**config.mk**
```make
export PLATFORM = sky130hd
export DESIGN_NAME = lbist_sequencer
export DESIGN_NICKNAME = d
export VERILOG_FILES = /design/src/rtl/lbist_pkg.sv /design/src/rtl/lbist_sequencer.sv
export SDC_FILE = /design/constraint.sdc
export NUM_CORES = 1
export LEC_CHECK = 0
export CAP_MARGIN = 20
export CORE_UTILIZATION = 40
export CTS_BUF_LIST = sky130_fd_sc_hd__clkbuf_8
export CTS_CLUSTER_SIZE = 40
export DETAILED_ROUTE_END_ITERATION = 16
export DONT_BUFFER_PORTS = 1
export PLACE_DENSITY = 0.57
export SLEW_MARGIN = 30
export SYNTH_ARGS = -nofsm -noshare
export SYNTH_HDL_FRONTEND = slang
export SYNTH_SLANG_ARGS = --single-unit
```
**constraint.sdc**
```tcl
create_clock -name clk -period 5.2 [get_ports clk]
set_clock_uncertainty 0.1 [all_clocks]
set_input_delay 0.52 -clock clk [delete_from_list [all_inputs] [get_ports clk]]
set_output_delay 0.52 -clock clk [all_outputs]
set_load 0.02 [all_outputs]
```
**src/rtl/lbist_pkg.sv**
```systemverilog
// Shared types and default cycle counts for the LBIST sequencer and its bench.
package lbist_pkg;

  typedef enum logic [2:0] {
    ST_IDLE   = 3'd0,
    ST_RESET  = 3'd1,
    ST_RUN    = 3'd2,
    ST_SETTLE = 3'd3,
    ST_CHECK  = 3'd4,
    ST_DONE   = 3'd5
  } lbist_state_e;

  localparam int unsigned DEF_RST_CYCLES    = 16;
  localparam int unsigned DEF_TEST_CYCLES   = 4096;
  localparam int unsigned DEF_SETTLE_CYCLES = 8;
  localparam int unsigned DEF_CHECK_CYCLES  = 4;
  localparam int unsigned DEF_CNT_WIDTH     = 16;
  localparam int unsigned RUN_COUNT_W       = 8;

  // Completed-run counter holds at all-ones instead of wrapping.
  function automatic logic [RUN_COUNT_W-1:0] sat_inc(input logic [RUN_COUNT_W-1:0] v);
    logic [RUN_COUNT_W-1:0] r;
    r = (v == {RUN_COUNT_W{1'b1}}) ? v : v + RUN_COUNT_W'(1);
    return r;
  endfunction

endpackage

```
**src/rtl/lbist_sequencer.sv**
```systemverilog
// LBIST sequencer: walks the core wrapper through reset, self-test, settle and
// check phases, then reports a sticky verdict and gates functional fetch.
module lbist_sequencer
  import lbist_pkg::*;
#(
  parameter int unsigned RST_CYCLES    = DEF_RST_CYCLES,
  parameter int unsigned TEST_CYCLES   = DEF_TEST_CYCLES,
  parameter int unsigned SETTLE_CYCLES = DEF_SETTLE_CYCLES,
  parameter int unsigned CHECK_CYCLES  = DEF_CHECK_CYCLES,
  parameter int unsigned CNT_WIDTH     = DEF_CNT_WIDTH
) (
  input  logic                   clk,
  input  logic                   rst,
  input  logic                   start_i,
  input  logic                   abort_i,
  input  logic                   go_nogo_i,
  output logic                   dut_rst_o,
  output logic                   test_mode_o,
  output logic                   fetch_enable_o,
  output logic                   busy_o,
  output logic                   done_o,
  output logic                   pass_o,
  output logic                   fail_o,
  output logic [RUN_COUNT_W-1:0] run_count_o
);

  // Each timed state counts down from N-1 and exits on the cycle it reads 0.
  localparam logic [CNT_WIDTH-1:0] RST_LOAD    = CNT_WIDTH'(RST_CYCLES - 1);
  localparam logic [CNT_WIDTH-1:0] TEST_LOAD   = CNT_WIDTH'(TEST_CYCLES - 1);
  localparam logic [CNT_WIDTH-1:0] SETTLE_LOAD = CNT_WIDTH'(SETTLE_CYCLES - 1);
  localparam logic [CNT_WIDTH-1:0] CHECK_LOAD  = CNT_WIDTH'(CHECK_CYCLES - 1);

  lbist_state_e           state_q, state_d;
  logic [CNT_WIDTH-1:0]   cnt_q, cnt_d;
  logic                   fail_flag_q, fail_flag_d;
  logic [RUN_COUNT_W-1:0] run_count_q, run_count_d;

  logic dut_rst_q, dut_rst_d;
  logic test_mode_q, test_mode_d;
  logic fetch_enable_q, fetch_enable_d;
  logic busy_q, busy_d;
  logic done_q, done_d;
  logic pass_q, pass_d;
  logic fail_q, fail_d;

  logic cnt_zero;
  assign cnt_zero = (cnt_q == '0);

  // State register
  always_ff @(posedge clk) begin
    if (rst) begin
      state_q        <= ST_IDLE;
      cnt_q          <= '0;
      fail_flag_q    <= 1'b0;
      run_count_q    <= '0;
      dut_rst_q      <= 1'b1;
      test_mode_q    <= 1'b0;
      fetch_enable_q <= 1'b0;
      busy_q         <= 1'b0;
      done_q         <= 1'b0;
      pass_q         <= 1'b0;
      fail_q         <= 1'b0;
    end else begin
      state_q        <= state_d;
      cnt_q          <= cnt_d;
      fail_flag_q    <= fail_flag_d;
      run_count_q    <= run_count_d;
      dut_rst_q      <= dut_rst_d;
      test_mode_q    <= test_mode_d;
      fetch_enable_q <= fetch_enable_d;
      busy_q         <= busy_d;
      done_q         <= done_d;
      pass_q         <= pass_d;
      fail_q         <= fail_d;
    end
  end

  // Next-state and phase counter; abort always wins over start
  always_comb begin
    state_d = state_q;
    cnt_d   = cnt_q;
    case (state_q)
      ST_IDLE: begin
        if (!abort_i && start_i) begin
          state_d = ST_RESET;
          cnt_d   = RST_LOAD;
        end
      end
      ST_RESET: begin
        if (abort_i) begin
          state_d = ST_IDLE;
        end else if (cnt_zero) begin
          state_d = ST_RUN;
          cnt_d   = TEST_LOAD;
        end else begin
          cnt_d = cnt_q - CNT_WIDTH'(1);
        end
      end
      ST_RUN: begin
        if (abort_i) begin
          state_d = ST_IDLE;
        end else if (cnt_zero) begin
          state_d = ST_SETTLE;
          cnt_d   = SETTLE_LOAD;
        end else begin
          cnt_d = cnt_q - CNT_WIDTH'(1);
        end
      end
      ST_SETTLE: begin
        if (abort_i) begin
          state_d = ST_IDLE;
        end else if (cnt_zero) begin
          state_d = ST_CHECK;
          cnt_d   = CHECK_LOAD;
        end else begin
          cnt_d = cnt_q - CNT_WIDTH'(1);
        end
      end
      ST_CHECK: begin
        if (abort_i) begin
          state_d = ST_IDLE;
        end else if (cnt_zero) begin
          state_d = ST_DONE;
        end else begin
          cnt_d = cnt_q - CNT_WIDTH'(1);
        end
      end
      ST_DONE: begin
        if (abort_i) begin
          state_d = ST_IDLE;
        end else if (start_i) begin
          state_d = ST_RESET;
          cnt_d   = RST_LOAD;
        end
      end
      default: begin
        state_d = ST_IDLE;
      end
    endcase
  end

  // Verdict and run counter; go_nogo only matters while in CHECK
  always_comb begin
    fail_flag_d = fail_flag_q;
    run_count_d = run_count_q;
    if (state_d == ST_RESET && state_q != ST_RESET) begin
      fail_flag_d = 1'b0;
    end
    if (state_q == ST_CHECK && !go_nogo_i) begin
      fail_flag_d = 1'b1;
    end
    if (state_d == ST_IDLE) begin
      fail_flag_d = 1'b0;
    end
    if (state_q == ST_CHECK && state_d == ST_DONE) begin
      run_count_d = sat_inc(run_count_q);
    end
  end

  // Output decode from the upcoming state so outputs register alongside it
  always_comb begin
    dut_rst_d      = 1'b0;
    test_mode_d    = 1'b0;
    fetch_enable_d = 1'b0;
    busy_d         = 1'b0;
    done_d         = 1'b0;
    pass_d         = 1'b0;
    fail_d         = 1'b0;
    case (state_d)
      ST_IDLE: begin
        dut_rst_d = 1'b1;
      end
      ST_RESET: begin
        dut_rst_d = 1'b1;
        busy_d    = 1'b1;
      end
      ST_RUN, ST_SETTLE, ST_CHECK: begin
        test_mode_d = 1'b1;
        busy_d      = 1'b1;
      end
      ST_DONE: begin
        done_d         = 1'b1;
        pass_d         = !fail_flag_d;
        fail_d         = fail_flag_d;
        fetch_enable_d = !fail_flag_d;
        dut_rst_d      = fail_flag_d;
      end
      default: begin
        dut_rst_d = 1'b1;
      end
    endcase
  end

  assign dut_rst_o      = dut_rst_q;
  assign test_mode_o    = test_mode_q;
  assign fetch_enable_o = fetch_enable_q;
  assign busy_o         = busy_q;
  assign done_o         = done_q;
  assign pass_o         = pass_q;
  assign fail_o         = fail_q;
  assign run_count_o    = run_count_q;

endmodule

```
* After elaboration in Yosys (flattened, before gate mapping)
Cells that the tools add are included.
** Word-level totals
- Flip-flop bits (word level) :: 34
- Input port bits :: 5
** Operators by class
- Add/sub/neg operators :: 2
- Equality and inequality tests :: 20
- Muxes and demuxes :: 31
- Bitwise gates (word level) :: 2
- Reductions and logical operators :: 16
** Operators by type and width (count)
- two-way mux 16 bit :: 11
- one-hot mux 16 bit (6 select lines) :: 1
- two-way mux 3 bit :: 11
- one-hot mux 3 bit (6 select lines) :: 1
- zero test 16 bit :: 1
- != test 2 bit (second input constant) :: 8
- subtractor 16 x 1 -> 16 bit (second input constant) :: 1
- equality test 3 x 2 -> 1 bit (second input constant) :: 4
- equality test 3 bit (second input constant) :: 4
- AND reduction 9 bit :: 1
- adder 8 x 1 -> 8 bit (second input constant) :: 1
- equality test 8 bit (second input constant) :: 1
- equality test 3 x 1 -> 1 bit (second input constant) :: 2
- zero test 3 bit :: 2
- two-way mux 1 bit :: 6
- nonzero test 6 bit :: 1
- logical AND 1 bit :: 4
- OR reduction 4 bit :: 1
- zero test 1 bit :: 3
- != test 3 x 1 -> 1 bit (second input constant) :: 1
- OR reduction 3 bit :: 1
- NOT 1 bit :: 2
- one-hot mux 1 bit (2 select lines) :: 1
- AND reduction 2 bit :: 1
- OR reduction 2 bit :: 1

* Logic depth before layout (Yosys ltp)
- Depth in word-level cells :: 10
- Mapped depth :: 9
- Mapped depth without buffers :: 7

* Worst setup path after synthesis
OpenSTA, ideal clock, no wires.
- Kind :: reg2reg
- Start :: reg cnt_q[0]
- End :: reg run_count_q[5], in the netlist run_count_o[5]
- Library setup time :: 0.071 ns
- Arrival :: 2.035 ns
- Required time :: 5.029 ns
- Setup slack :: 2.994 ns
- Stages on the path, launching flop included :: 9
- Buffers on the path :: 1
- Clock period less this slack :: 2.206 ns
- Cells stage by stage :: dfxtp_1 -> inv_1 -> ha_1 -> nor4b_2 -> nand4_2 -> or3_1 -> buf_2 -> or4_1 -> a21oi_1
** On the way
- Longest elaborated chain between the ends :: 7
- Elaborated cells on any way between the ends :: 13
- Classes of those cells :: eq/ne (1); mux (9); reduce/logical (3)
** Ends and longest elaborated chain
- start, declared :: line lbist_sequencer.sv:34 : logic [CNT_WIDTH-1:0] cnt_q, cnt_d;
- start signal, assigned :: line lbist_sequencer.sv:65 : cnt_q <= cnt_d;
- zero test 16 bit * :: line lbist_sequencer.sv:47 : assign cnt_zero = (cnt_q == '0);
- two-way mux 3 bit (on tied branches) (2 in a row)
- one-hot mux 3 bit (6 select lines) * :: line lbist_sequencer.sv:82 : case (state_q)
- equality test 3 bit * :: line lbist_sequencer.sv:155 : if (state_q == ST_CHECK && state_d == ST_DONE) begin
- logical AND 1 bit * :: line lbist_sequencer.sv:155
- AND reduction 2 bit (no line) *
- end signal, assigned :: line lbist_sequencer.sv:67 : run_count_q <= run_count_d;
- end, declared :: line lbist_sequencer.sv:36 : logic [RUN_COUNT_W-1:0] run_count_q, run_count_d;
Every way passes the cells marked *; elsewhere a longest branch is shown, timed or not.
A chain may end at the register's enable or synchronous reset.

* Final worst setup path
Same ends and word-level chain as after synthesis.

==> summary.md <==
Buffers inserted during clock tree synthesis total 5. The final number of max-transition violations is 0. For this block, the routed nets add up to 5110 um of wire. The logs give 0 for the count of final setup violators and 25 for the cell row count. Logic depth of the worst path, buffers included: 7. In this run the tightest slew margin relative to its limit is 42.9%. The length of the first detailed-routing pass in iterations is 4. Once the floorplan was initialized, standard cells occupied 42.5% of the core. From synthesis to final layout, the design area changed by 4.03%. The logs give 26 for the pin count of the biggest net entering global routing and 0 for the max capacitance violation total. Final weighted congestion in routability-driven placement: 0.880. At the later pin of the worst-skew pair, clock insertion delay measures 290 ps.

The flow ran to the end, and the final reports show no timing, DRC or antenna violations. In this run the worst path has a maximum fanout of 13. Traced cell by cell, the critical path runs through inv_1, ha_1, nor4b_2, nand4_2, or3_1, or4_1, a21oi_1. In this run the most critical hold path is launched from rst. The ratio of final minimum period to clock period was 51.7%; the number of enable-type register cells in the synthesized netlist was 0.

The global-route wire length before repair was 8470 um; the post-detailed-placement half-perimeter wirelength was 3670 um. The critical path data arrival time was 2810 ps; the count of boundary I/O pins was 20. On the critical path the largest part of the delay comes from simple AND/OR/NAND/NOR gates.

The logs give 0 for the number of buffers inserted by post-CTS setup repair and 0.000416 W for the cell-internal power. Setup repair after global routing left no endpoint under its margin. For this design the total switching power over the nets is 0.000186 W. Across the VDD grid, the largest voltage drop is 0.000105 V. The logs give 0 for the number of antenna violations at the first check in global routing and 33.3% for the register area share after synthesis. The element type at the critical path end was a register.

The net count of the mapped netlist was 271. For the remaining routing DRC violations, the log shows 0. After layout, the minimum clock period comes to 2690 ps.

Counting flops with an async set or reset pin after synthesis yields a share of 0%. The class of the tightest hold or removal check is primary input to register. For this run, the number of Yosys warnings is 0. The number of cells in the design after placement was 310. For the final routed database, the setup TNS stands at 0 ps. The overall die area is 5410 um^2. The clock passes through at most 2 buffers. The tools report the relative contribution of sequential cells to total power as 47.2%. In this run the critical register-to-register path is launched from cnt_q[0].

The total overflow left after global routing is 0. For this run, the number of standard cells in the final layout without fillers is 318. The clock network accounts for 33.3% of the total power. The number of cells traversed by the worst hold path came out at 1. Port buffering added 0 buffers.

The synthesized area per cell was 7.78 um^2; the final antenna-violating net count was 0. The endpoint of the worst-slack reg-to-reg timing path is run_count_o[5]. The height of the die is 73.5 um, and the maximum achievable frequency is 372 MHz. TritonCTS built the clock tree.

STA classifies the critical path startpoint as a register. In this run, post-CTS repair resized a total of 0 instances. The transition time at the pin with the least slew margin was 848 ps.

The peak per-stage delay on the critical path was 610 ps; the area of the core was 4820 um^2. The number of antenna diodes in the final layout is 0. The run gives 258 as the final net count. The number of hold buffers added after cts was 0.

The root buffer cell is sky130_fd_sc_hd__clkbuf_8. The routed wirelength normalized by instance count works out to 16.1 um. For the clock sink count, the log shows 34.

The analysis attributes to cell leakage a power of 0.741 nW. The sum of buffers and inverters on the critical path was 1; the post-synthesis instance area was 2050 um^2. The number of failing hold endpoints at the final stage is 0. Measured in cells, the most critical reg-to-reg path has a length of 7. The tools report the sink of the worst hold path as run_count_o[7]. The clock edge transition at the registers on the reported setup and hold paths is 70 ps. The cell at the slowest stage of the critical path was sky130_fd_sc_hd__or3_1. The first routing iteration left 238 violations.

In this run the horizontal extent of the chip is 73.5 um. In this run the number of H-tree levels came out at 2. Combinational logic is responsible for 19.5% of the overall power. For this run, the total global-route usage over all layers was measured as 20.6%.

Across all layers, the routed design uses 1872 vias. The per-cell via count in the routed design is 5.89, and the switching share of power is 30.9%. The setup path with the least slack is of type register to register.

The share of layout cells above drive strength 1 is 5.18%. The synthesized design contains 34 register bits. Yosys mapped the design onto 48 distinct sky130hd cell types.

For this run, the leading register cell type out of synthesis is sky130_fd_sc_hd__dfxtp_1. The tools report the via count of the first global-routing pass as 1705. The critical path data required time is 5320 ps, and the synthesized netlist cell count is 263. Power spread over the standard cell area amounts to 283 nW/um^2. The run gives 2510 ps as the register-to-register setup slack.
==> logic make-up after synthesis <==
family                   after synthesis  synth area share, %
AND/OR/NAND/NOR                      115                 30.7
AO/OA/AOI/OAI                         72                 23.7
flip-flops                            34                 33.3
buffers and inverters                 29                 6.17
XOR/XNOR                               9                 3.85
adder cells (fa/ha/maj)                3                 1.83
multiplexers                           1                0.489
==> power by group through the flow <==
stage	Clock [W]	Combinational, W	Sequential [W]
6_report	0.000200	0.000118	0.000284
5_1_grt	0.000217	0.000131	0.000286
4_1_cts	0.000208	0.000116	0.000284
3_5_place_dp	0	0.000115	0.000290
3_3_place_gp	0	0.000116	0.000290
2_1_floorplan	0	0.000103	0.000282
==> placed cells by master (no fill, tap or decap), types with 6 or more instances in the layout <==
cell type,count
sky130_fd_sc_hd__nor2_1,33
sky130_fd_sc_hd__nand3_1,11
sky130_fd_sc_hd__a21oi_1,15
sky130_fd_sc_hd__clkbuf_8,6
sky130_fd_sc_hd__o21ai_0,12
sky130_fd_sc_hd__inv_1,10
sky130_fd_sc_hd__nand2_1,16
sky130_fd_sc_hd__xnor2_1,8
sky130_fd_sc_hd__dfxtp_1,34
sky130_fd_sc_hd__o211ai_1,7
sky130_fd_sc_hd__nor4_1,6
sky130_fd_sc_hd__nor3_1,9
==> per-layer routing <==
metal,GRT usage [%],routed length (um),vias up
met2,29.6,2210,60
met3,4.80,335,7
li1,-,-,951
met4,7.69,84,0
met1,29.7,2480,854
met5,0,0,-
==> cell type report <==
class	instances	area, um^2
inverter	9	33.8
sequential	34	681
clock buffer	6	82.6
fill	522	2690
tap	67	83.8
multi-input combinational	200	1240
clock inverter	2	8.76
==> stage by stage <==
step	util (%)	worst slack [ps]	cell area (um^2)	total power (W)	hold slack (ps)
after floorplan	-	2990	2050	0.000384	365
after global placement	42.3	2650	2040	0.000406	387
after detailed placement	42.3	2530	2040	0.000405	397
after CTS	44.2	2530	2130	0.000607	184
after global routing	44.2	2270	2130	0.000633	187
final	44.2	2510	2130	0.000602	196
==> worst max path at each step <==
| stage | start | endpoint | slack, ps |
|---|---|---|---|
| 2_1_floorplan | cnt_q[0] | run_count_o[5] | 2990 |
| 3_3_place_gp | cnt_q[0] | run_count_o[7] | 2650 |
| 3_5_place_dp | cnt_q[0] | run_count_o[7] | 2530 |
| 4_1_cts | cnt_q[0] | run_count_o[7] | 2530 |
| 5_1_grt | cnt_q[0] | run_count_o[5] | 2270 |
| 6_report | cnt_q[0] | run_count_o[5] | 2510 |
==> flip-flops by register name (all words and copies together), names as in the netlist <==
register	count
test_mode_o	1
fail_flag_q	1
busy_o	1
done_o	1
fail_o	1
dut_rst_o	1
cnt_q	16
run_count_o	8
pass_o	1
state_q	3
==> cell usage after synthesis (3+ instances only) <==
master | number | share of area, %
sky130_fd_sc_hd__nor3_1 | 9 | 2.2
sky130_fd_sc_hd__nand4_1 | 4 | 1.2
sky130_fd_sc_hd__or4_1 | 5 | 1.8
sky130_fd_sc_hd__or3_1 | 4 | 1.2
sky130_fd_sc_hd__and4_1 | 3 | 1.3
sky130_fd_sc_hd__o21a_1 | 3 | 1.1
sky130_fd_sc_hd__a2111oi_0 | 5 | 2.1
sky130_fd_sc_hd__dfxtp_1 | 34 | 33
sky130_fd_sc_hd__nor2_1 | 33 | 6.1
sky130_fd_sc_hd__nand3_1 | 11 | 2.7
sky130_fd_sc_hd__nor3b_1 | 3 | 1.1
sky130_fd_sc_hd__a31oi_1 | 4 | 1.2
sky130_fd_sc_hd__xnor2_1 | 8 | 3.4
sky130_fd_sc_hd__o211ai_1 | 7 | 2.6
sky130_fd_sc_hd__nand2b_1 | 4 | 1.2
sky130_fd_sc_hd__a21o_1 | 5 | 1.8
sky130_fd_sc_hd__o21ai_0 | 12 | 2.9
sky130_fd_sc_hd__a211oi_1 | 4 | 1.5
sky130_fd_sc_hd__clkbuf_1 | 15 | 2.8
sky130_fd_sc_hd__o31ai_1 | 5 | 1.8
sky130_fd_sc_hd__inv_1 | 9 | 1.7
sky130_fd_sc_hd__and3_1 | 5 | 1.5
sky130_fd_sc_hd__nor4_1 | 6 | 1.8
sky130_fd_sc_hd__nand2_1 | 16 | 2.9
sky130_fd_sc_hd__a21oi_1 | 15 | 3.7
sky130_fd_sc_hd__ha_1 | 3 | 1.8
sky130_fd_sc_hd__nor2b_1 | 3 | 0.92
Note: power is estimated with default switching activity, not from simulation.
